<file path="config.mk">
export PLATFORM = sky130hd
export DESIGN_NAME = vedic_mul_8bit
export DESIGN_NICKNAME = d
export VERILOG_FILES = /design/src/rtl/vedic_mul_8bit_pkg.sv /design/src/rtl/vedic_mul_8bit_mul4.sv /design/src/rtl/vedic_mul_8bit.sv
export SDC_FILE = /design/constraint.sdc
export NUM_CORES = 1
export LEC_CHECK = 0
export ABC_AREA = 1
export CAP_MARGIN = 20
export CORE_ASPECT_RATIO = 0.9
export CORE_MARGIN = 5
export CORE_UTILIZATION = 64
export DETAILED_ROUTE_END_ITERATION = 8
export PLACE_DENSITY = 0.88
export SYNTH_ARGS = -nofsm -noshare
export SYNTH_HDL_FRONTEND = slang
export SYNTH_HIERARCHICAL = 1
export SYNTH_SLANG_ARGS = --single-unit
</file>
<file path="constraint.sdc">
create_clock -name clk -period 16.2 [get_ports clk]
set_input_delay 3.24 -clock clk [delete_from_list [all_inputs] [get_ports clk]]
set_output_delay 3.24 -clock clk [all_outputs]
set_load 0.005 [all_outputs]
</file>
<file path="src/rtl/vedic_mul_8bit_pkg.sv">
// Shared widths and the 2x2 Vedic cell for the 8x8 Vedic multiplier.
// The 2x2 cell is pure AND gates plus two half adders.
package vedic_mul_8bit_pkg;

    localparam int OP_W   = 8;
    localparam int PR_W   = 16;
    localparam int HALF_W = 4;

    function automatic logic [3:0] vedic2x2(
        input logic [1:0] x,
        input logic [1:0] y
    );
        logic p0, t1, t2, t3;
        logic s1, c1, s2, c2;
        p0 = x[0] & y[0];
        t1 = x[1] & y[0];
        t2 = x[0] & y[1];
        t3 = x[1] & y[1];
        s1 = t1 ^ t2;
        c1 = t1 & t2;
        s2 = t3 ^ c1;
        c2 = t3 & c1;
        return {c2, s2, s1, p0};
    endfunction

endpackage

</file>
<file path="src/rtl/vedic_mul_8bit_mul4.sv">
// 4x4 Vedic multiplier built from four 2x2 cells and small adders.
// Purely combinational.
module vedic_mul_4bit
    import vedic_mul_8bit_pkg::*;
(
    input  logic [3:0] x_i,
    input  logic [3:0] y_i,
    output logic [7:0] p_o
);

    logic [3:0] q_ll, q_lh, q_hl, q_hh;
    logic [4:0] mid;
    logic [3:0] hi;

    assign q_ll = vedic2x2(x_i[1:0], y_i[1:0]);
    assign q_lh = vedic2x2(x_i[1:0], y_i[3:2]);
    assign q_hl = vedic2x2(x_i[3:2], y_i[1:0]);
    assign q_hh = vedic2x2(x_i[3:2], y_i[3:2]);

    // Cross terms plus the upper half of LL; max 3+9+9 fits 5 bits
    assign mid = {3'b000, q_ll[3:2]} + {1'b0, q_lh} + {1'b0, q_hl};
    assign hi  = q_hh + {1'b0, mid[4:2]};

    assign p_o = {hi, mid[1:0], q_ll[1:0]};

endmodule

</file>
<file path="src/rtl/vedic_mul_8bit.sv">
// 8x8 unsigned Vedic multiplier with a single registered 16-bit product.
// Four 4x4 cells feed a combinational adder tree into the s register.
module vedic_mul_8bit
    import vedic_mul_8bit_pkg::*;
(
    input  logic            clk,
    input  logic            rst,
    input  logic [OP_W-1:0] a,
    input  logic [OP_W-1:0] b,
    output logic [PR_W-1:0] s
);

    logic [7:0]      pp_ll, pp_lh, pp_hl, pp_hh;
    logic [9:0]      mid;
    logic [7:0]      hi;
    logic [PR_W-1:0] s_d, s_q;

    vedic_mul_4bit u_ll (.x_i(a[3:0]), .y_i(b[3:0]), .p_o(pp_ll));
    vedic_mul_4bit u_lh (.x_i(a[3:0]), .y_i(b[7:4]), .p_o(pp_lh));
    vedic_mul_4bit u_hl (.x_i(a[7:4]), .y_i(b[3:0]), .p_o(pp_hl));
    vedic_mul_4bit u_hh (.x_i(a[7:4]), .y_i(b[7:4]), .p_o(pp_hh));

    // Middle column: LL[7:4] + LH + HL, max 465, carries spill into HH
    assign mid = {6'd0, pp_ll[7:4]} + {2'd0, pp_lh} + {2'd0, pp_hl};
    assign hi  = pp_hh + {2'd0, mid[9:4]};

    assign s_d = {hi, mid[3:0], pp_ll[3:0]};

    always_ff @(posedge clk) begin
        if (rst) begin
            s_q <= '0;
        end else begin
            s_q <= s_d;
        end
    end

    assign s = s_q;

endmodule

</file>
# [Word-level counts from Yosys, hierarchy flattened]
# Index checks and enable logic that the tools add are counted.
[word_totals] reg_bits=16 inputBits=18 out_inout_bits=16
[op_classes] addsub=15 n_bitwise=128
[ops] operator="$and A1 B1 Y1" count=96
[ops] operator="$xor A1 B1 Y1" count=32
[ops] operator="$add A2 B4 Y5" count=4
[ops] operator="$add A5 B4 Y5" count=4
[ops] operator="$add A4 B3 Y4" count=4
[ops] operator="$add A9 B8 Y10" count=1
[ops] operator="$add A4 B8 Y9" count=1
[ops] operator="$add A8 B6 Y8" count=1

# [Longest topological paths before layout]
# Gate-level depths: netlist (run 1).
[depth] ltp_word=9 mapped_depth=32 ltp_nobuf=32

# [Modules after synthesis]
# The synthesis (run 1) kept the hierarchy.
[by_module_without_submodules] module="vedic_mul_4bit" instances=4 cells_each=86 area_per_inst_um2=548.0
[by_module_without_submodules] module="vedic_mul_8bit" instances=1 cells_each=161 area_per_inst_um2=1208.7

# [Least setup slack after synthesis (run 1)]
# Ideal clock, no wire load.
[synth_timing] path_type="input port to flip-flop" startpoint="input a[1]" endpoint="register s_q[14], in the netlist s[14]" setup_ns=0.115 arrival_ns=7.899 required_time_ns=16.085 slack_ns=8.187 stages=27 path_cell_list="nand2_1 -> inv_1 -> ha_1 -> ha_1 -> inv_1 -> fa_1 -> inv_1 -> ha_1 -> inv_1 -> fa_1 -> inv_1 -> ha_1 -> fa_1 -> fa_1 -> ha_1 -> fa_1 -> nand3_1 -> nand2_2 -> xor2_2 -> inv_1 -> fa_1 -> inv_1 -> nand2_1 -> nand2_1 -> nand3b_1 -> a21oi_1 -> nor2_1"
[synth_between] elab_chain_len=9 elab_cells_between_ends=32 classes_between="9 x add/sub; 23 x bitwise"
[synth_lines] item="start: declaration" line="vedic_mul_8bit.sv:8" source="input logic [OP_W-1:0] a,"
[synth_lines] item="$and A1 B1 Y1" line="vedic_mul_8bit_pkg.sv:16" source="t1 = x[1] & y[0];"
[synth_lines] item="$and A1 B1 Y1" line="vedic_mul_8bit_pkg.sv:20" source="c1 = t1 & t2;"
[synth_lines] item="$xor A1 B1 Y1 or $and A1 B1 Y1 (tied branches)" line="vedic_mul_8bit_pkg.sv:21, vedic_mul_8bit_pkg.sv:22"
[synth_lines] item="$add A2 B4 Y5 (*)" line="vedic_mul_8bit_mul4.sv:21" source="assign mid = {3'b000, q_ll[3:2]} + {1'b0, q_lh} + {1'b0, q_hl};"
[synth_lines] item="$add A5 B4 Y5 (*)" line="vedic_mul_8bit_mul4.sv:21"
[synth_lines] item="$add A4 B3 Y4 (*)" line="vedic_mul_8bit_mul4.sv:22" source="assign hi = q_hh + {1'b0, mid[4:2]};"
[synth_lines] item="named net pp_ll[5]" line="vedic_mul_8bit.sv:13" source="logic [7:0] pp_ll, pp_lh, pp_hl, pp_hh;"
[synth_lines] item="$add A4 B8 Y9 (*)" line="vedic_mul_8bit.sv:24" source="assign mid = {6'd0, pp_ll[7:4]} + {2'd0, pp_lh} + {2'd0, pp_hl};"
[synth_lines] item="$add A9 B8 Y10 (*)" line="vedic_mul_8bit.sv:24"
[synth_lines] item="$add A8 B6 Y8 (*)" line="vedic_mul_8bit.sv:25" source="assign hi = pp_hh + {2'd0, mid[9:4]};"
[synth_lines] item="end signal: assignment" line="vedic_mul_8bit.sv:31" source="s_q <= '0;"
[synth_lines] item="end signal: assignment" line="vedic_mul_8bit.sv:33" source="s_q <= s_d;"
[synth_lines] item="end: declaration" line="vedic_mul_8bit.sv:16" source="logic [PR_W-1:0] s_d, s_q;"
# The timed path passes the listed nets; every way through them passes the cells marked *.
# A chain may end at the register's enable or synchronous reset.

# [Worst setup path after layout (run 1)]
[layout_timing] startpoint="input b[0]" endpoint="register s_q[15], in the netlist s[15]"
[layout_between] elab_chain_len=9 elab_cells_between_ends=31 classes_between="9 x add/sub; 22 x bitwise"
[layout_lines] item="start: declaration" line="vedic_mul_8bit.sv:9" source="input logic [OP_W-1:0] b,"
[layout_lines] item="$and A1 B1 Y1" line="vedic_mul_8bit_pkg.sv:16"
[layout_lines] item="$and A1 B1 Y1" line="vedic_mul_8bit_pkg.sv:20"
[layout_lines] item="$xor A1 B1 Y1 or $and A1 B1 Y1 (tied branches)" line="vedic_mul_8bit_pkg.sv:21, vedic_mul_8bit_pkg.sv:22"
[layout_lines] item="$add A2 B4 Y5" line="vedic_mul_8bit_mul4.sv:21"
[layout_lines] item="$add A5 B4 Y5 (*)" line="vedic_mul_8bit_mul4.sv:21"
[layout_lines] item="$add A4 B3 Y4 (*)" line="vedic_mul_8bit_mul4.sv:22"
[layout_lines] item="named net pp_ll[5]" line="vedic_mul_8bit.sv:13"
[layout_lines] item="$add A4 B8 Y9 (*)" line="vedic_mul_8bit.sv:24"
[layout_lines] item="$add A9 B8 Y10 (*)" line="vedic_mul_8bit.sv:24"
[layout_lines] item="$add A8 B6 Y8 (*)" line="vedic_mul_8bit.sv:25"
# Marked as above.

==> flow_summary.toml, run 1 <==
[grt]
antenna_found_initial = 0
grt_pass1_vias = 3236
grt_first_pass_wirelength_um = 13100
grt_max_degree = 11
grt_overflow = 0
grt.total_usage_pct = 23.0

[floorplan]
initial_utilization_pct = 65.5
ios = 34
core_um2 = 5190
die-width_um = 86.8
rows = 25
die_area_um2 = 6870
dieHeight_um = 79.2

[synthesis]
ys_seq_area_share_pct = 9.42
synth_area_per_cell_um2 = 6.73
yosys_register_bits = 16
yosysWarnings = 6
synth_common_cells = "inv_1 (149), nand2_1 (130), ha_1 (81)"
synthesis.nets = 626
synth_cell_types = 24
yosys-top-cells-area = "ha_1 (30%), inv_1 (16%), nand2_1 (14%)"
synth.cell_area_um2 = 3400
synth_enable_flop_cells = 0
async_reset_ff_share_pct = 0
yosysMostFrequentCell = "inv_1"
netlist.area_leader.share_pct = 29.8
yosys.area.top_type = "ha_1"
synth-main-ff-cell = "dfxtp_1"
syn_inst = 505

[cts]
cts_tree = "done"
htree_levels = 1
ctsResizeCount = 0
clk_pin_slew_worst_paths_ps = 60
cts_root_buf = "clkbuf_8"
cts.sinks = 16
numCtsBuffers = 3
ctsHoldBuffers = 0
cts_buffer_depth = 2
cts_setup_buffers = 0

[critical_path]
required_ps = 16340
crit_fanout = 8
crit_path_start_kind = "input port"
worstPathArrival_ps = 8920
cp-end-kind = "flop"
critPathKind = "input port to flop"

[route]
topRoutingLayerUsed = "met4"
wirelength_um = 7280
drtIter0Drc = 129
ant_nets = 0
met3_length_um = 363
remaining_drc_errors = 0
vias_per_cell = 5.04
met2_length_um = 3580
first_pass_iters = 4
met1_length_um = 3200
vias = 3065
wl_per_cell_um = 12.0

[placed_design]
dp_hpwl_um = 6210
dp.cells = 604
dpl_cell_area_um2 = 3810
place.gp.congestion = 0.905
io_buffers = 33

[final_layout]
nNetsFinal = 663
largest_register_ff_count = 16
antennaDiodeCount = 0
post-route-util_pct = 74.4
final_cells = 608
areaGrowthSynthToFinish_pct = 13.6
drive_gt1_share_pct = 2.40
stdcell_area_um2 = 3860

[pwr]
p_total_uw = 380
irDropWorstVdd_mv = 0.0786
power_per_cell_area_nw_per_um2 = 98.2
power_leakage_nw = 2.58

[sta]
min_period_over_period_pct = 54.2
rsz0062_at_grt = "no"
slew_headroom_pct = 69.8
worst_slew_pin_slew_ps = 452
setup_viol = 0
hold_violations = 0
timing.fmax_mhz = 114
slew_viol_final = 0
tns_ps = 0
layout_min_cycle_time_ps = 8770

[flow_run]
maxCapViolCount = 0

[min_path]
hold_depth = 5
min_path_type = "input port to flop"

[run_status]
outcome = "finished, final reports clean"
-- where the power goes --
group	total (mW)	switching, mW	internal, mW	leakage (nW)
clock network	0.0348	0.0132	0.0216	0.0288
logic	0.290	0.160	0.130	2.42
registers	0.0549	0.00264	0.0523	0.133
total	0.380	0.176	0.204	2.58
-- cell usage in the layout (no fill, tap or decap), types with 3 or more instances in the layout --
| cell type | count |
|---|---|
| nor2_1 | 29 |
| inv_1 | 149 |
| ha_1 | 81 |
| fa_1 | 22 |
| xnor2_1 | 4 |
| nand2_1 | 130 |
| o21ai_0 | 3 |
| a21oi_1 | 16 |
| clkbuf_8 | 4 |
| xor2_1 | 5 |
| clkdlybuf4s50_1 | 33 |
| nand3_1 | 33 |
| dfxtp_1 | 16 |
-- stage by stage --
step,hold WS [ps],worst slack [ps]
finish,3830,7430
global route,3850,7080
CTS,3820,7430
detailed placement,3940,7160
global placement,3940,7360
floorplan,3420,8190
-- final cells by class --
class | count | area, um2
Fill cell | 419 | 1330
Tap cell | 67 | 83.8
Multi-Input combinational cell | 337 | 2500
Inverter | 151 | 572
Timing Repair Buffer | 33 | 330
Sequential cell | 16 | 320
Clock buffer | 4 | 55.1
-- path summary, 6_finish.rpt --
check  from    end  slack [ps]
max    b[0]  s[15]        7430
min    a[0]   s[0]        3830
-- cell families (layout without fill, tap and decap cells) --
kind of cell    count (synthesis)  after routing  share of synthesized area, %
flops                          16             16                          9.42
xor+xnor                       10             10                          2.80
compound gates                 24             24                          3.90
fa+ha+maj                     103            103                          42.8
simple gates                  200            200                          24.2
buf+inv                       152            188                          17.0
-- per-layer routing --
layer / global-route usage (%) / vias to the layer above
met5: 0 / -
met1: 28.1 / 1387
met2: 41.7 / 77
li1: - / 1589
met4: 8.26 / 0
met3: 1.97 / 12
-- worst max-delay path, cell delays in order --
cell             delay, ps
clkdlybuf4s50_1        660
nand2_1                 80
inv_1                   70
ha_1                   160
ha_1                   160
inv_1                   60
fa_1                   460
inv_1                   70
ha_1                   180
inv_1                   60
fa_1                   470
inv_1                   40
ha_1                   230
fa_1                   470
fa_1                   490
ha_1                   250
fa_1                   410
nand3_1                140
nand2_2                 90
a21oi_2                150
o21ai_1                 80
ha_1                   320
nand2_1                110
inv_1                   40
a21boi_0               220
nand3_1                100
nand2_1                 70
nor2_1                  40
Note: power is estimated with default switching activity, not from simulation.
==> run 2, diff against run 1 <==
--- a/config.mk
+++ b/config.mk
@@ -9,9 +9,9 @@
 export CAP_MARGIN = 20
 export CORE_ASPECT_RATIO = 0.9
 export CORE_MARGIN = 5
-export CORE_UTILIZATION = 64
+export CORE_UTILIZATION = 59
 export DETAILED_ROUTE_END_ITERATION = 8
-export PLACE_DENSITY = 0.88
+export PLACE_DENSITY = 0.82
 export SYNTH_ARGS = -nofsm -noshare
 export SYNTH_HDL_FRONTEND = slang
 export SYNTH_HIERARCHICAL = 1
==> constraint.sdc (replaced) <==
create_clock -name clk -period 8.94 [get_ports clk]
set_input_delay 1.788 -clock clk [delete_from_list [all_inputs] [get_ports clk]]
set_output_delay 1.788 -clock clk [all_outputs]
set_load 0.005 [all_outputs]
==> flow_summary.toml, run 2 (synthesis gave the netlist of run 1 again) <==
[floorplan]
core_um2 = 5630
ios = 34
dieHeight_um = 82.0
rows = 26
die_area_um2 = 7380
initial_utilization_pct = 60.4
die-width_um = 90.0

[final_layout]
drive_gt1_share_pct = 2.22
layout_common_cells = "inv_1 (149), nand2_1 (130), ha_1 (81)"
largest_register_ff_count = 16
fillers = 513
antennaDiodeCount = 0
areaGrowthSynthToFinish_pct = 13.4
final_common_cell = "inv_1"
nNetsFinal = 663

[sta]
hold_violations = 0
setup_viol = 0
worst_slew_pin_slew_ps = 463
layout_min_cycle_time_ps = 7240
slew_headroom_pct = 69.1
rsz0062_at_grt = "no"
slew_viol_final = 0
timing.fmax_mhz = 138
min_period_over_period_pct = 81.0
tns_ps = 0

[critical_path]
critical-path-slowest-cell = "clkdlybuf4s50_1"
worstPathArrival_ps = 7380
required_ps = 9080
worst-path-buf-inv = 7
crit_cells = 28
slowest_delay_ps = 670
critPathTopFamily = "adder cells"
cp-end-kind = "flop"
crit_end = "s[15]"
crit_start = "b[1]"
critPathKind = "input port to flop"
crit_path_start_kind = "input port"
crit_fanout = 8

[route]
wl_per_cell_um = 11.2
wirelength_um = 6860
drtIter0Drc = 156
remaining_drc_errors = 0
vias_per_cell = 4.82
vias = 2939
first_pass_iters = 4
ant_nets = 0

[cts]
cts_setup_buffers = 0
cts.sinks = 16
ctsHoldBuffers = 0
clk_pin_slew_worst_paths_ps = 50
cts_buffer_depth = 2
ctsResizeCount = 0
cts_root_buf = "clkbuf_8"
htree_levels = 1
cts_tree = "done"
numCtsBuffers = 3

[pwr]
power_leakage_nw = 2.58
p_total_uw = 662
power_per_cell_area_nw_per_um2 = 172
irDropWorstVdd_mv = 0.185

[grt]
grt_pass1_vias = 2927
antenna_found_initial = 0
grt_first_pass_wirelength_um = 12700
grt.total_usage_pct = 20.2
grt_max_degree = 11
grt_overflow = 0

[min_path]
min_path_type = "input port to flop"

[flow_run]
maxCapViolCount = 0

[run_status]
outcome = "finished, final reports clean"

[placed_design]
dp_hpwl_um = 6040
place.gp.congestion = 0.878
io_buffers = 33
## run 2: changes by cell type in the layout (fill, tap and decap cells not counted), sizes merged
cell and change:
clkbuf -1
## run 2: per-layer routing
layer,vias up,global-route usage [%],wire (um)
met5,-,0,0
met4,0,3.72,40
met3,6,1.47,300
met2,58,37.3,3270
met1,1294,26.4,3240
li1,1581,-,-
## run 2: report_power, final
part	internal, mW	switching [mW]
Combinational	0.233	0.279
Sequential	0.0947	0.00469
Clock	0.0298	0.0214
Total	0.357	0.305
## run 2: worst min-delay path by stage
stage	start	end	slack, ps	cells past startpoint
3_3_place_gp	s[12]	s[12]	2490	1
5_1_grt	rst	s[4]	2430	2
3_5_place_dp	s[8]	s[8]	2490	1
4_1_cts	a[0]	s[0]	2370	5
2_1_floorplan	a[0]	s[0]	1960	4
6_report	rst	s[9]	2390	2
## run 2: layout make-up
class,count,area (um2),share of cell area (%)
repair buffers,33,330,8.57
clock buffers,3,41.3,1.07
well taps,70,87.6,2.27
multi-input cells,337,2500,64.9
flip-flops and latches,16,320,8.31
inverters,151,572,14.8
## run 2: stage by stage
step                      std cells  hold WS [ps]  util (%)  cell area, um2  setup WS, ps
after global placement          607          2490      67.8            3810          1540
after CTS                       610          2370      68.5            3850          1700
final                           610          2390      68.5            3850          1700
after global routing            610          2430      68.5            3850          1170
after floorplan                 505          1960         -            3400          2380
after detailed placement        607          2490      67.8            3810          1440
==> run 3, diff against run 2 <==
==> constraint.sdc (replaced) <==
create_clock -name clk -period 6.7 [get_ports clk]
set_input_delay 1.34 -clock clk [delete_from_list [all_inputs] [get_ports clk]]
set_output_delay 1.34 -clock clk [all_outputs]
set_load 0.005 [all_outputs]
==> flow_summary.toml, run 3 (synthesis gave the netlist of run 1 again) <==
[run_status]
outcome = "finished, final reports clean"

[placed_design]
dp_hpwl_um = 6620
place.gp.congestion = 0.908
io_buffers = 33
dpl_cell_area_um2 = 4030
dp.cells = 636

[final_layout]
nNetsFinal = 693
final_cells = 640
layout_common_cells = "inv_1 (148), nand2_1 (129), ha_1 (77)"
fillers = 441
drive_gt1_share_pct = 9.47
areaGrowthSynthToFinish_pct = 21.6
antennaDiodeCount = 0
final_common_cell = "inv_1"
largest_register_ff_count = 16
stdcell_area_um2 = 4140

[critical_path]
crit_fanout = 3
worstPathArrival_ps = 6580
cp-end-kind = "flop"
crit_start = "b[3]"
crit_path_start_kind = "input port"
required_ps = 6840
critPathKind = "input port to flop"
crit_end = "s[14]"

[route]
ant_nets = 0
wirelength_um = 7710
drtIter0Drc = 191
vias = 3168
wl_per_cell_um = 12.0
first_pass_iters = 5
vias_per_cell = 4.95
remaining_drc_errors = 0

[floorplan]
ios = 34
die_area_um2 = 7380
core_um2 = 5630
dieHeight_um = 82.0
die-width_um = 90.0
initial_utilization_pct = 60.4
rows = 26

[pwr]
power_per_cell_area_nw_per_um2 = 243
p_total_mw = 1.00
power_leakage_nw = 2.77
irDropWorstVdd_mv = 0.315

[sta]
hold_violations = 0
timing.fmax_mhz = 155
worst_slew_pin_slew_ps = 438
slew_headroom_pct = 70.7
layout_min_cycle_time_ps = 6440
setup_viol = 0
min_period_over_period_pct = 96.1
slew_viol_final = 0

[grt]
grt_pass1_vias = 3233
grt_overflow = 0
grt.total_usage_pct = 21.4
grt_use_met1_pct = 26.3
met3_usage_pct = 1.56
use_met2_pct = 41.7
antenna_found_initial = 0
grt_max_degree = 11
grt_first_pass_wirelength_um = 13400
busiest_layer = "met2"

[cts]
numCtsBuffers = 3
ctsHoldBuffers = 0
cts_tree = "done"
cts_root_buf = "clkbuf_8"
cts_buffer_depth = 2
htree_levels = 1
cts.sinks = 16
clk_pin_slew_worst_paths_ps = 60

[flow_run]
maxCapViolCount = 0

[min_path]
min_path_type = "input port to flop"
hold_depth = 6
-- run 3: cell type report --
cell class / count / area (um2) / area share [%]
clock buffers: 3 / 41.3 / 0.998
inverters: 151 / 572 / 13.8
multi-input cells: 337 / 2550 / 61.7
flip-flops and latches: 16 / 320 / 7.75
well taps: 70 / 87.6 / 2.12
repair buffers: 63 / 564 / 13.6
-- run 3: per-layer routing --
| metal | vias up | wire length [um] |
|---|---|---|
| li1 | 1642 | - |
| met1 | 1426 | 3420 |
| met2 | 87 | 3870 |
| met3 | 13 | 298 |
| met4 | 0 | 117 |
| met5 | - | 0 |
-- run 3: how the worst min path moves through the flow --
stage	start	end	slack, ps
2_1_floorplan	a[0]	s[0]	1520
3_3_place_gp	s[12]	s[12]	2040
3_5_place_dp	s[5]	s[5]	2050
4_1_cts	b[1]	s[1]	1820
5_1_grt	b[0]	s[0]	1680
6_report	b[0]	s[0]	1640
-- run 3: power breakdown --
group / internal (mW) / switching (mW)
logic: 0.381 / 0.422
clock network: 0.0398 / 0.0290
registers: 0.126 / 0.00630
total: 0.547 / 0.457
-- run 3: what timing repair did --
action	4_1_cts	5_1_grt
endpoints found under the setup margin	2	6
resized for setup	1	18
pin swaps	0	7
buffers inserted	0	1
-- run 3: critical path, stage by stage --
cell,delay [ps]
clkdlybuf4s50_1,430
nand2_1,100
inv_1,50
ha_1,270
inv_2,40
fa_1,440
inv_1,80
ha_2,180
inv_1,50
fa_1,470
inv_1,50
ha_2,190
fa_1,420
xor2_1,180
fa_1,510
ha_1,300
nand3_1,90
nand2_2,110
xor2_2,150
ha_2,200
inv_1,50
fa_1,360
inv_1,80
nand2_1,60
nand2_1,70
nand3b_1,90
a21oi_1,160
nor2_1,60
-- run 3: through the flow --
step	setup WS (ps)	util [%]	hold slack, ps	TNS, ps
global route	-24.4	73.5	1680	-24.4
finish	261	73.5	1640	0
CTS	28.0	72.3	1820	0
floorplan	587	-	1520	0
global placement	-36.3	71.6	2040	-66.8
detailed placement	-280	71.6	2050	-1110
